## src/rtl/ps2_key_tracker.sv

```systemverilog
// PS/2 keyboard receiver with E0/F0 prefix decoding and a held-state bit per mapped key.
// Raw PS/2 lines are synchronised, 11-bit frames are deframed on falling clock edges,
// and every good byte drives a small decoder that tracks make/break codes.
module ps2_key_tracker #(
  parameter int                      NUM_KEYS    = 6,
  parameter logic [8*NUM_KEYS-1:0]   KEY_CODES   = 48'h2D_29_23_1B_1C_1D,
  parameter logic [NUM_KEYS-1:0]     KEY_EXT     = '0,
  parameter int                      SYNC_STAGES = 2,
  parameter int                      TIMEOUT_CYC = 50000
) (
  input  logic                CLOCK_50,
  input  logic                rst,
  input  logic                ps2_clk,
  input  logic                ps2_dat,
  output logic [NUM_KEYS-1:0] key_status,
  output logic [NUM_KEYS-1:0] key_press,
  output logic [7:0]          scan_code,
  output logic                scan_ready,
  output logic                frame_err
);

  localparam int TW = $clog2(TIMEOUT_CYC);

  typedef enum logic [1:0] {IDLE, DATA, PARITY, STOP} state_t;

  state_t                state, state_next;
  logic [SYNC_STAGES-1:0] clk_sync, dat_sync;
  logic                  clk_prev;
  logic                  clk_s, dat_s, fe;
  logic [7:0]            shift;
  logic [2:0]            cnt;
  logic                  par_bit;
  logic [TW-1:0]         tmo;
  logic                  tmo_hit;
  logic                  start_err, frame_good, frame_bad, timeout;
  logic                  brk, ext;
  logic [NUM_KEYS-1:0]   status_next;

  assign clk_s   = clk_sync[SYNC_STAGES-1];
  assign dat_s   = dat_sync[SYNC_STAGES-1];
  assign fe      = clk_prev & ~clk_s;
  assign tmo_hit = (tmo == TW'(TIMEOUT_CYC - 1));

  // Synchronise both PS/2 lines; they reset to the idle-high level so no false edge appears.
  always_ff @(posedge CLOCK_50 or posedge rst) begin
    if (rst) begin
      clk_sync <= '1;
      dat_sync <= '1;
      clk_prev <= 1'b1;
    end else begin
      // NOTE: sequential state always uses non-blocking assignment so every flop samples pre-edge values.
      clk_sync <= {clk_sync[SYNC_STAGES-2:0], ps2_clk};
      dat_sync <= {dat_sync[SYNC_STAGES-2:0], ps2_dat};
      clk_prev <= clk_s;
    end
  end

  // Receiver state register.
  always_ff @(posedge CLOCK_50 or posedge rst) begin
    if (rst) state <= IDLE;
    else     state <= state_next;
  end

  // Receiver next-state and per-frame event decode.
  always_comb begin
    // NOTE: every combinational output gets a default first, so no path can infer a latch.
    state_next = state;
    start_err  = 1'b0;
    frame_good = 1'b0;
    frame_bad  = 1'b0;
    timeout    = 1'b0;
    case (state)
      IDLE: if (fe) begin
        if (!dat_s) state_next = DATA;
        else        start_err  = 1'b1;
      end
      DATA:   if (fe && cnt == 3'd7) state_next = PARITY;
      PARITY: if (fe) state_next = STOP;
      STOP: if (fe) begin
        state_next = IDLE;
        if (dat_s && (^{shift, par_bit})) frame_good = 1'b1;
        else                              frame_bad  = 1'b1;
      end
      default: state_next = IDLE;
    endcase
    // A stalled frame is abandoned; a falling edge in the same cycle keeps it alive.
    if (state != IDLE && !fe && tmo_hit) begin
      timeout    = 1'b1;
      state_next = IDLE;
    end
  end

  // Receiver datapath: bit shifter, counters and the registered frame results.
  always_ff @(posedge CLOCK_50 or posedge rst) begin
    if (rst) begin
      shift      <= '0;
      cnt        <= '0;
      par_bit    <= 1'b0;
      tmo        <= '0;
      scan_code  <= '0;
      scan_ready <= 1'b0;
      frame_err  <= 1'b0;
    end else begin
      if (state_next == IDLE || fe) tmo <= '0;
      else                          tmo <= tmo + TW'(1);
      if (fe) begin
        case (state)
          IDLE:   cnt <= '0;
          DATA: begin
            shift <= {dat_s, shift[7:1]};
            cnt   <= cnt + 3'd1;
          end
          PARITY: par_bit <= dat_s;
          default: ;
        endcase
      end
      scan_ready <= frame_good;
      frame_err  <= start_err | frame_bad | timeout;
      if (frame_good) scan_code <= shift;
    end
  end

  // Key map lookup: matching entries take the make/break value of the current byte.
  always_comb begin
    status_next = key_status;
    if (scan_ready && scan_code != 8'hE0 && scan_code != 8'hF0) begin
      for (int i = 0; i < NUM_KEYS; i++) begin
        if (KEY_CODES[8*i +: 8] == scan_code && KEY_EXT[i] == ext) status_next[i] = ~brk;
      end
    end
  end

  // Prefix flags, held-key state and press pulses.
  always_ff @(posedge CLOCK_50 or posedge rst) begin
    if (rst) begin
      brk        <= 1'b0;
      ext        <= 1'b0;
      key_status <= '0;
      key_press  <= '0;
    end else begin
      key_status <= status_next;
      key_press  <= status_next & ~key_status;
      if (scan_ready) begin
        if (scan_code == 8'hE0)      ext <= 1'b1;
        else if (scan_code == 8'hF0) brk <= 1'b1;
        else begin
          brk <= 1'b0;
          ext <= 1'b0;
        end
      end
    end
  end

endmodule

```

## config.mk

```make
export PLATFORM = sky130hd
export DESIGN_NAME = ps2_key_tracker
export DESIGN_NICKNAME = d
export VERILOG_FILES = /design/src/rtl/ps2_key_tracker.sv
export SDC_FILE = /design/constraint.sdc
export NUM_CORES = 1
export LEC_CHECK = 0
export CAP_MARGIN = 20
export CORE_ASPECT_RATIO = 0.7
export CORE_UTILIZATION = 55
export CTS_CLUSTER_DIAMETER = 50
export DETAILED_ROUTE_END_ITERATION = 8
export GPL_ROUTABILITY_DRIVEN = 0
export PLACE_DENSITY = 0.87
export SLEW_MARGIN = 20
export SYNTH_ARGS = -nofsm -noshare
export SYNTH_HDL_FRONTEND = slang
export SYNTH_SLANG_ARGS = --single-unit
export TNS_END_PERCENT = 1
```

## constraint.sdc

```tcl
create_clock -name CLOCK_50 -period 2.5 [get_ports CLOCK_50]
set_clock_uncertainty 0.05 [all_clocks]
set_input_delay 0.5 -clock CLOCK_50 [delete_from_list [all_inputs] [get_ports CLOCK_50]]
set_output_delay 0.5 -clock CLOCK_50 [all_outputs]
set_load 0.01 [all_outputs]
```

==> results of run 1 <==
## logic make-up (layout without fill, tap and decap cells)
| kind of cell | Yosys count | count (layout) |
|---|---|---|
| flip-flops | 59 | 59 |
| multiplexers | 22 | 22 |
| buffers and inverters | 15 | 55 |
| adder cells (fa/ha/maj) | 3 | 3 |
| AO/OA/AOI/OAI | 20 | 20 |
| AND/OR/NAND/NOR | 88 | 88 |
| XOR/XNOR | 20 | 20 |
## worst paths after layout
check | depth (start not counted) | end | slack (ns)
max | 4 | tmo[14] | 0.41
min | 0 | dat_sync[1] | 0.30
max reg2reg | 4 | tmo[14] | 0.41
min reg2reg | 0 | dat_sync[1] | 0.30
max in group asynchronous | 3 | clk_sync[0] | 1.44
min in group asynchronous | 2 | tmo[8] | 0.37
## Yosys cell counts, types with 2 or more instances
cell and count:
sky130_fd_sc_hd__or4_1 2, sky130_fd_sc_hd__a21oi_1 5, sky130_fd_sc_hd__dfrtp_1 54, sky130_fd_sc_hd__xnor2_1 15
sky130_fd_sc_hd__nand3b_1 3, sky130_fd_sc_hd__or2_2 4, sky130_fd_sc_hd__mux2_2 17, sky130_fd_sc_hd__mux2i_1 4
sky130_fd_sc_hd__nand2_1 9, sky130_fd_sc_hd__xnor3_1 2, sky130_fd_sc_hd__nor2_1 25, sky130_fd_sc_hd__o31ai_1 3
sky130_fd_sc_hd__ha_1 3, sky130_fd_sc_hd__or4b_2 2, sky130_fd_sc_hd__xor2_1 2, sky130_fd_sc_hd__clkbuf_1 4
sky130_fd_sc_hd__inv_1 10, sky130_fd_sc_hd__nor4_1 9, sky130_fd_sc_hd__dfstp_2 5, sky130_fd_sc_hd__nand3_1 10
sky130_fd_sc_hd__nand4_1 4, sky130_fd_sc_hd__nand2b_1 4, sky130_fd_sc_hd__nor3_1 8, sky130_fd_sc_hd__o21ai_0 9
## power groups by stage
stage,sequential (mW),clock [mW],combinational [mW]
2_1_floorplan,1.21,0,0.558
3_3_place_gp,1.25,0,0.612
3_5_place_dp,1.26,0,0.631
4_1_cts,1.25,0.862,0.633
5_1_grt,1.27,0.900,0.687
6_report,1.25,0.838,0.623
## final cells by class
cell class | count | area [sq um]
clock buffers | 11 | 141
clock inverters | 5 | 52.6
fillers | 302 | 1290
inverters | 10 | 37.5
multi-input cells | 153 | 1110
flip-flops and latches | 59 | 1480
well taps | 55 | 68.8
repair buffers | 29 | 293
## state kept, by name, summed over array words and instances (netlist names)
signal,flops
key_press,6
dat_sync,2
scan_code,8
cnt,3
frame_err,1
clk_prev,1
key_status,6
brk,1
clk_sync,2
ext,1
shift,8
par_bit,1
tmo,16
scan_ready,1
state,2
## through the flow
step,total power [mW],utilization (%),hold slack (ns)
finish,2.71,71.2,0.301
global route,2.86,71.2,0.312
CTS,2.74,71.2,0.301
detailed placement,1.89,66.9,0.297
global placement,1.86,66.9,0.296
floorplan,1.76,-,0.295
## metal layers
| layer | wire length, um | vias up | GRT usage, % |
|---|---|---|---|
| li1 | - | 869 | - |
| met1 | 2190 | 889 | 27.8 |
| met2 | 2330 | 35 | 34.4 |
| met3 | 218 | 7 | 8.70 |
| met4 | 45 | 0 | 6.30 |
| met5 | 0 | - | 0 |
==> flow_results.xml, run 1 <==
<?xml version="1.0" encoding="UTF-8"?>
<metrics>
  <group name="place">
    <metric name="dp_slack" unit="ns">0.402</metric>
    <metric name="post-place-cells" unit="">306</metric>
    <metric name="place_hpwl" unit="um">3310</metric>
    <metric name="io_buffers" unit="">25</metric>
    <metric name="dpl_cell_area" unit="sq um">3000</metric>
  </group>
  <group name="yosys">
    <metric name="synthTopCellsByArea" unit="">sky130_fd_sc_hd__dfrtp_1 (51%), sky130_fd_sc_hd__mux2_2 (7.2%), sky130_fd_sc_hd__dfstp_2 (4.9%), sky130_fd_sc_hd__xnor2_1 (4.9%), sky130_fd_sc_hd__nor2_1 (3.5%)</metric>
    <metric name="synth_adder_area_share" unit="%">1.41</metric>
    <metric name="dominant_combinational_cell_family_by_area_after_synthesis" unit="">simple AND/OR/NAND/NOR gates</metric>
    <metric name="library_cells_used_by_synthesis" unit="">38</metric>
    <metric name="synthSimpleGateAreaFrac" unit="%">17.9</metric>
    <metric name="synth-compound-area-share" unit="%">4.80</metric>
    <metric name="synth_enable_flop_cells" unit="">0</metric>
    <metric name="postSynth.topFlopCell" unit="">sky130_fd_sc_hd__dfrtp_1</metric>
    <metric name="synth-seq-area-share" unit="%">55.7</metric>
    <metric name="post_synth_inst_count" unit="">227</metric>
    <metric name="synthArstFlopShare" unit="%">100</metric>
    <metric name="mappedNetlistArea" unit="sq um">2660</metric>
    <metric name="yosys_register_bits" unit="">59</metric>
    <metric name="synthesis.yosys.warnings" unit="">0</metric>
    <metric name="yosysTopAreaCell" unit="">sky130_fd_sc_hd__dfrtp_1</metric>
    <metric name="synthesis.area_per_instance" unit="sq um">11.7</metric>
    <metric name="synth_top_cell_area_share" unit="%">50.8</metric>
    <metric name="synthXorXnorAreaFrac" unit="%">8.18</metric>
    <metric name="synth_mux_area_share" unit="%">9.55</metric>
    <metric name="postSynthNetCount" unit="">234</metric>
  </group>
  <group name="cells_and_area">
    <metric name="n_antenna_cell" unit="">0</metric>
    <metric name="post-route-cell-area" unit="sq um">3190</metric>
    <metric name="most_used_cells_in_the_layout_excluding_fill_and_tap_cells" unit="">sky130_fd_sc_hd__dfrtp_1 (54), sky130_fd_sc_hd__nor2_1 (25), sky130_fd_sc_hd__clkdlybuf4s50_1 (25)</metric>
    <metric name="drive_above_1_share" unit="%">19.5</metric>
    <metric name="instances_no_fill" unit="">322</metric>
    <metric name="mostFrequentLayoutCell" unit="">sky130_fd_sc_hd__dfrtp_1</metric>
    <metric name="flow.area_growth_from_synthesis" unit="%">19.9</metric>
    <metric name="final_net_count" unit="">269</metric>
  </group>
  <group name="die">
    <metric name="initial_core_util" unit="%">59.4</metric>
    <metric name="die_height" unit="um">60.2</metric>
    <metric name="dieArea" unit="sq um">5120</metric>
    <metric name="std_cell_rows" unit="">20</metric>
    <metric name="die_width" unit="um">85.1</metric>
    <metric name="design.core.area" unit="sq um">4480</metric>
    <metric name="boundaryPins" unit="">26</metric>
  </group>
  <group name="pwr">
    <metric name="power_density" unit="nW/um^2">849</metric>
    <metric name="power_leakage" unit="nW">1.39</metric>
    <metric name="power_frac_clock" unit="%">31.0</metric>
    <metric name="p_int" unit="mW">1.94</metric>
    <metric name="vdd_ir_max" unit="mV">0.433</metric>
    <metric name="p_sw" unit="mW">0.767</metric>
    <metric name="comb_power_share" unit="%">23.0</metric>
    <metric name="pwr-share-seq" unit="%">46.0</metric>
    <metric name="netSwitchingFraction" unit="%">28.3</metric>
  </group>
  <group name="clocking">
    <metric name="worst_skew_pair.late_latency" unit="ns">0.34</metric>
    <metric name="number_of_setup_buffers_added_after_cts" unit="">0</metric>
    <metric name="htreeDepth" unit="">3</metric>
    <metric name="cts_resizes" unit="">0</metric>
    <metric name="cts_hold_buffers" unit="">0</metric>
    <metric name="tritoncts_num_sinks" unit="">59</metric>
    <metric name="max-clock-path-buffers" unit="">2</metric>
    <metric name="tritoncts" unit="">built</metric>
    <metric name="cts_root_buf" unit="">sky130_fd_sc_hd__clkbuf_8</metric>
    <metric name="clkSlewWorstSetupHoldPaths" unit="ns">0.06</metric>
    <metric name="cts_buffers" unit="">9</metric>
  </group>
  <group name="min_path">
    <metric name="hp-class" unit="">reg -&gt; reg</metric>
    <metric name="worstHoldStart" unit="">dat_sync[0]</metric>
  </group>
  <group name="global_route">
    <metric name="antenna_violations_before_repair" unit="">0</metric>
    <metric name="groute.usage.overall" unit="%">21.7</metric>
    <metric name="grt_first_pass_wirelength" unit="um">8140</metric>
    <metric name="grt_max_degree" unit="">31</metric>
    <metric name="congestion_overflow_gr" unit="">0</metric>
    <metric name="grt_pass1_vias" unit="">1698</metric>
  </group>
  <group name="critical_path">
    <metric name="critical_path.max_fanout" unit="">15</metric>
    <metric name="end_kind" unit="">flip-flop</metric>
    <metric name="crit_path_cell_trace" unit="">or4_1 &gt; or4_4 &gt; o21bai_4 &gt; nor2_1</metric>
    <metric name="worstPathRequired" unit="ns">2.66</metric>
    <metric name="critical-path-top-delay-family" unit="">simple AND/OR/NAND/NOR gates</metric>
    <metric name="crit_path_start" unit="">tmo[5]</metric>
    <metric name="setup.worst_path.class" unit="">reg -&gt; reg</metric>
    <metric name="critical_path_launch_point_type" unit="">flip-flop</metric>
    <metric name="critPathBufInv" unit="">0</metric>
    <metric name="cp_slowest_cell" unit="">sky130_fd_sc_hd__or4_4</metric>
    <metric name="critical_path_arrival" unit="ns">2.25</metric>
    <metric name="slowest_delay" unit="ns">0.55</metric>
    <metric name="worst_r2r_start" unit="">tmo[5]</metric>
  </group>
  <group name="detailed_routing">
    <metric name="detail_route.iter0.violations" unit="">94</metric>
    <metric name="detailedRoute.firstPassIterationCount" unit="">4</metric>
    <metric name="drt-wirelength-per-cell" unit="um">14.9</metric>
    <metric name="vias_per_cell" unit="">5.59</metric>
    <metric name="number_of_nets_still_failing_antenna_checks_after_routing" unit="">0</metric>
    <metric name="postRouteWirelength" unit="um">4790</metric>
    <metric name="detail_route.drc_violations" unit="">0</metric>
    <metric name="vias" unit="">1800</metric>
  </group>
  <group name="timing">
    <metric name="worstMarginPinSlew" unit="ns">0.392</metric>
    <metric name="setup_total_negative_slack" unit="ns">0</metric>
    <metric name="slew_headroom" unit="%">73.3</metric>
    <metric name="final_hold_viol_count" unit="">0</metric>
    <metric name="slew_violations" unit="">0</metric>
    <metric name="period_needed" unit="ns">2.09</metric>
    <metric name="finalSetupViolations" unit="">0</metric>
    <metric name="rsz0062_at_grt" unit="">false</metric>
    <metric name="worst_setup_slack_after_layout" unit="ns">0.407</metric>
    <metric name="post-route-period-util" unit="%">83.7</metric>
    <metric name="fmax" unit="MHz">478</metric>
  </group>
  <group name="status">
    <metric name="outcome" unit="">finished, final reports clean</metric>
  </group>
  <group name="job">
    <metric name="maxCapViolations" unit="">0</metric>
  </group>
</metrics>
Power figures use the tool's default switching activity.
==> run 2, diff against run 1 <==
==> constraint.sdc (replaced) <==
create_clock -name CLOCK_50 -period 2.15 [get_ports CLOCK_50]
set_clock_uncertainty 0.05 [all_clocks]
set_input_delay 0.43 -clock CLOCK_50 [delete_from_list [all_inputs] [get_ports CLOCK_50]]
set_output_delay 0.43 -clock CLOCK_50 [all_outputs]
set_load 0.01 [all_outputs]
==> run 2 against run 1 <==
- hold slack improved by 0.0019 ns
- critical path depth did not move
- non-clock buffer count rose by 5
- critical path type unchanged
- largest power group unchanged
==> flow_results.xml, run 2 (synthesized netlist as in run 1, its figures left out) <==
<?xml version="1.0" encoding="UTF-8"?>
<metrics>
  <group name="global_route">
    <metric name="congestion_overflow_gr" unit="">0</metric>
    <metric name="grt_pass1_vias" unit="">1741</metric>
    <metric name="antenna_violations_before_repair" unit="">0</metric>
    <metric name="globalRoute.busiestLayer" unit="">met2</metric>
    <metric name="groute.layer.met1.usage" unit="%">25.9</metric>
    <metric name="groute.layer.met3.usage" unit="%">9.25</metric>
    <metric name="globalRouteMet2Util" unit="%">35.5</metric>
    <metric name="groute.usage.overall" unit="%">21.2</metric>
    <metric name="grt_max_degree" unit="">32</metric>
    <metric name="grt_first_pass_wirelength" unit="um">8110</metric>
  </group>
  <group name="critical_path">
    <metric name="worst_r2r_start" unit="">scan_code[7]</metric>
    <metric name="critical-path-top-delay-family" unit="">simple AND/OR/NAND/NOR gates</metric>
    <metric name="critical_path.max_fanout" unit="">5</metric>
    <metric name="ff_to_ff_setup_slack" unit="ns">0.07</metric>
    <metric name="reg2reg_to" unit="">key_status[4]</metric>
    <metric name="slowest_delay" unit="ns">0.75</metric>
    <metric name="cp_slowest_cell" unit="">sky130_fd_sc_hd__or4b_2</metric>
    <metric name="crit_path_start" unit="">scan_code[7]</metric>
    <metric name="critPathBufInv" unit="">0</metric>
    <metric name="crit_path_cell_trace" unit="">or4b_2 &gt; nand2b_1 &gt; or2_2 &gt; mux2i_1</metric>
    <metric name="setup.worst_path.class" unit="">reg -&gt; reg</metric>
    <metric name="critical_path_launch_point_type" unit="">flip-flop</metric>
    <metric name="critical_path_arrival" unit="ns">2.23</metric>
    <metric name="end_kind" unit="">flip-flop</metric>
    <metric name="number_of_cells_traversed_by_the_worst_register_to_register_path" unit="">4</metric>
    <metric name="worstPathRequired" unit="ns">2.30</metric>
  </group>
  <group name="min_path">
    <metric name="worstHoldStart" unit="">dat_sync[0]</metric>
    <metric name="hp-class" unit="">reg -&gt; reg</metric>
    <metric name="min_to" unit="">dat_sync[1]</metric>
    <metric name="hold_path_depth" unit="">0</metric>
  </group>
  <group name="pwr">
    <metric name="power_leakage" unit="nW">1.44</metric>
    <metric name="power_density" unit="nW/um^2">1050</metric>
    <metric name="vdd_ir_max" unit="mV">0.628</metric>
  </group>
  <group name="timing">
    <metric name="setup_total_negative_slack" unit="ns">0</metric>
    <metric name="worstMarginPinSlew" unit="ns">0.409</metric>
    <metric name="final_hold_viol_count" unit="">0</metric>
    <metric name="post-route-period-util" unit="%">96.8</metric>
    <metric name="period_needed" unit="ns">2.08</metric>
    <metric name="slew_headroom" unit="%">72.4</metric>
    <metric name="rsz0062_at_grt" unit="">false</metric>
    <metric name="finalSetupViolations" unit="">0</metric>
    <metric name="fmax" unit="MHz">480</metric>
    <metric name="slew_violations" unit="">0</metric>
  </group>
  <group name="die">
    <metric name="design.core.area" unit="sq um">4480</metric>
    <metric name="std_cell_rows" unit="">20</metric>
    <metric name="dieArea" unit="sq um">5120</metric>
    <metric name="initial_core_util" unit="%">59.4</metric>
    <metric name="die_height" unit="um">60.2</metric>
    <metric name="boundaryPins" unit="">26</metric>
    <metric name="die_width" unit="um">85.1</metric>
  </group>
  <group name="place">
    <metric name="place_hpwl" unit="um">3210</metric>
    <metric name="dpl_cell_area" unit="sq um">3010</metric>
    <metric name="io_buffers" unit="">25</metric>
  </group>
  <group name="clocking">
    <metric name="cts_buffers" unit="">9</metric>
    <metric name="cts_resizes" unit="">0</metric>
    <metric name="max-clock-path-buffers" unit="">2</metric>
    <metric name="tritoncts_num_sinks" unit="">59</metric>
    <metric name="tritoncts" unit="">built</metric>
    <metric name="clkSlewWorstSetupHoldPaths" unit="ns">0.07</metric>
    <metric name="htreeDepth" unit="">3</metric>
    <metric name="cts_root_buf" unit="">sky130_fd_sc_hd__clkbuf_8</metric>
    <metric name="worst_skew_pair.late_latency" unit="ns">0.34</metric>
  </group>
  <group name="cells_and_area">
    <metric name="n_fill_cell" unit="">310</metric>
    <metric name="sequential_standard_cell_area" unit="sq um">1480</metric>
    <metric name="drive_above_1_share" unit="%">21.0</metric>
    <metric name="n_antenna_cell" unit="">0</metric>
    <metric name="post-route-cell-area" unit="sq um">3270</metric>
    <metric name="flow.area_growth_from_synthesis" unit="%">23.1</metric>
    <metric name="largest_reg_flops" unit="">16</metric>
    <metric name="biggestRegsByFlops" unit="">tmo: 16 flops, scan_code: 8 flops, shift: 8 flops</metric>
    <metric name="multi_input_area" unit="sq um">1110</metric>
    <metric name="registers.top_by_ff_count" unit="">tmo</metric>
    <metric name="most_used_cells_in_the_layout_excluding_fill_and_tap_cells" unit="">sky130_fd_sc_hd__dfrtp_1 (54), sky130_fd_sc_hd__nor2_1 (25), sky130_fd_sc_hd__clkdlybuf4s50_1 (25)</metric>
    <metric name="mostFrequentLayoutCell" unit="">sky130_fd_sc_hd__dfrtp_1</metric>
    <metric name="final_net_count" unit="">274</metric>
  </group>
  <group name="job">
    <metric name="maxCapViolations" unit="">0</metric>
  </group>
  <group name="status">
    <metric name="outcome" unit="">finished, final reports clean</metric>
  </group>
  <group name="detailed_routing">
    <metric name="vias" unit="">1796</metric>
    <metric name="detailedRoute.firstPassIterationCount" unit="">4</metric>
    <metric name="number_of_nets_still_failing_antenna_checks_after_routing" unit="">0</metric>
    <metric name="detail_route.iter0.violations" unit="">65</metric>
    <metric name="detail_route.drc_violations" unit="">0</metric>
    <metric name="vias_per_cell" unit="">5.49</metric>
    <metric name="postRouteWirelength" unit="um">4760</metric>
    <metric name="drt-wirelength-per-cell" unit="um">14.6</metric>
  </group>
</metrics>
-- run 2: cell types whose count changed in the layout (fill, tap and decap cells not counted), sizes merged --
| cell | change |
|---|---|
| buf | +5 |
| bufinv | +2 |
| clkinv | -1 |
| clkinvlp | -1 |
-- run 2: how the worst max path moves through the flow --
stage	depth (start not counted)	endpoint	slack [ns]
after floorplan	5	tmo[4]	0.18
after global placement	4	tmo[15]	0.11
after detailed placement	4	tmo[10]	0.05
after CTS	4	tmo[10]	0.04
after global routing	4	key_status[4]	0.01
final	4	key_status[4]	0.07
-- run 2: layout make-up --
| class | count | area share [%] |
|---|---|---|
| tap | 55 | 2.10 |
| inverter | 10 | 1.15 |
| clock inverter | 5 | 3.06 |
| timing repair buffer | 34 | 10.1 |
| clock buffer | 11 | 4.32 |
| multi-input combinational | 153 | 34.0 |
| sequential | 59 | 45.3 |
-- run 2: where the power goes --
part           internal [mW]  switching [mW]  leakage [nW]
clock network          0.798           0.421         0.123
logic                  0.465           0.332         0.531
registers               1.27           0.162         0.781
total                   2.53           0.915          1.44
-- run 2: worst register-to-register path: cells and delay by family, from the launching register on --
| kind | cells | cell delay, ns |
|---|---|---|
| and+or+nand+nor | 3 | 1.35 |
| muxes | 1 | 0.13 |
| DFF | 1 | 0.42 |
-- run 2: metrics by stage --
stage	setup WS (ns)	util, %	std cells	hold slack (ns)	total power [mW]
floorplan	0.178	-	227	0.295	2.05
global placement	0.114	67.3	310	0.297	2.17
detailed placement	0.0479	67.3	310	0.300	2.21
CTS	0.0442	72.7	326	0.305	3.44
global route	0.0119	73.1	327	0.314	3.63
finish	0.0679	73.1	327	0.303	3.44
-- run 2: repair_timing --
item                       CTS  global route
setup endpoints to repair    0            11
hold endpoints to repair     0             0
hold buffers                 0             0
buffers inserted             0             1
-- run 2: per-layer routing --
layer | part of all wire [%] | vias to the layer above
li1 | - | 882
met1 | 47 | 880
met2 | 48 | 28
met3 | 4.1 | 6
met4 | 0.82 | 0
met5 | 0 | -
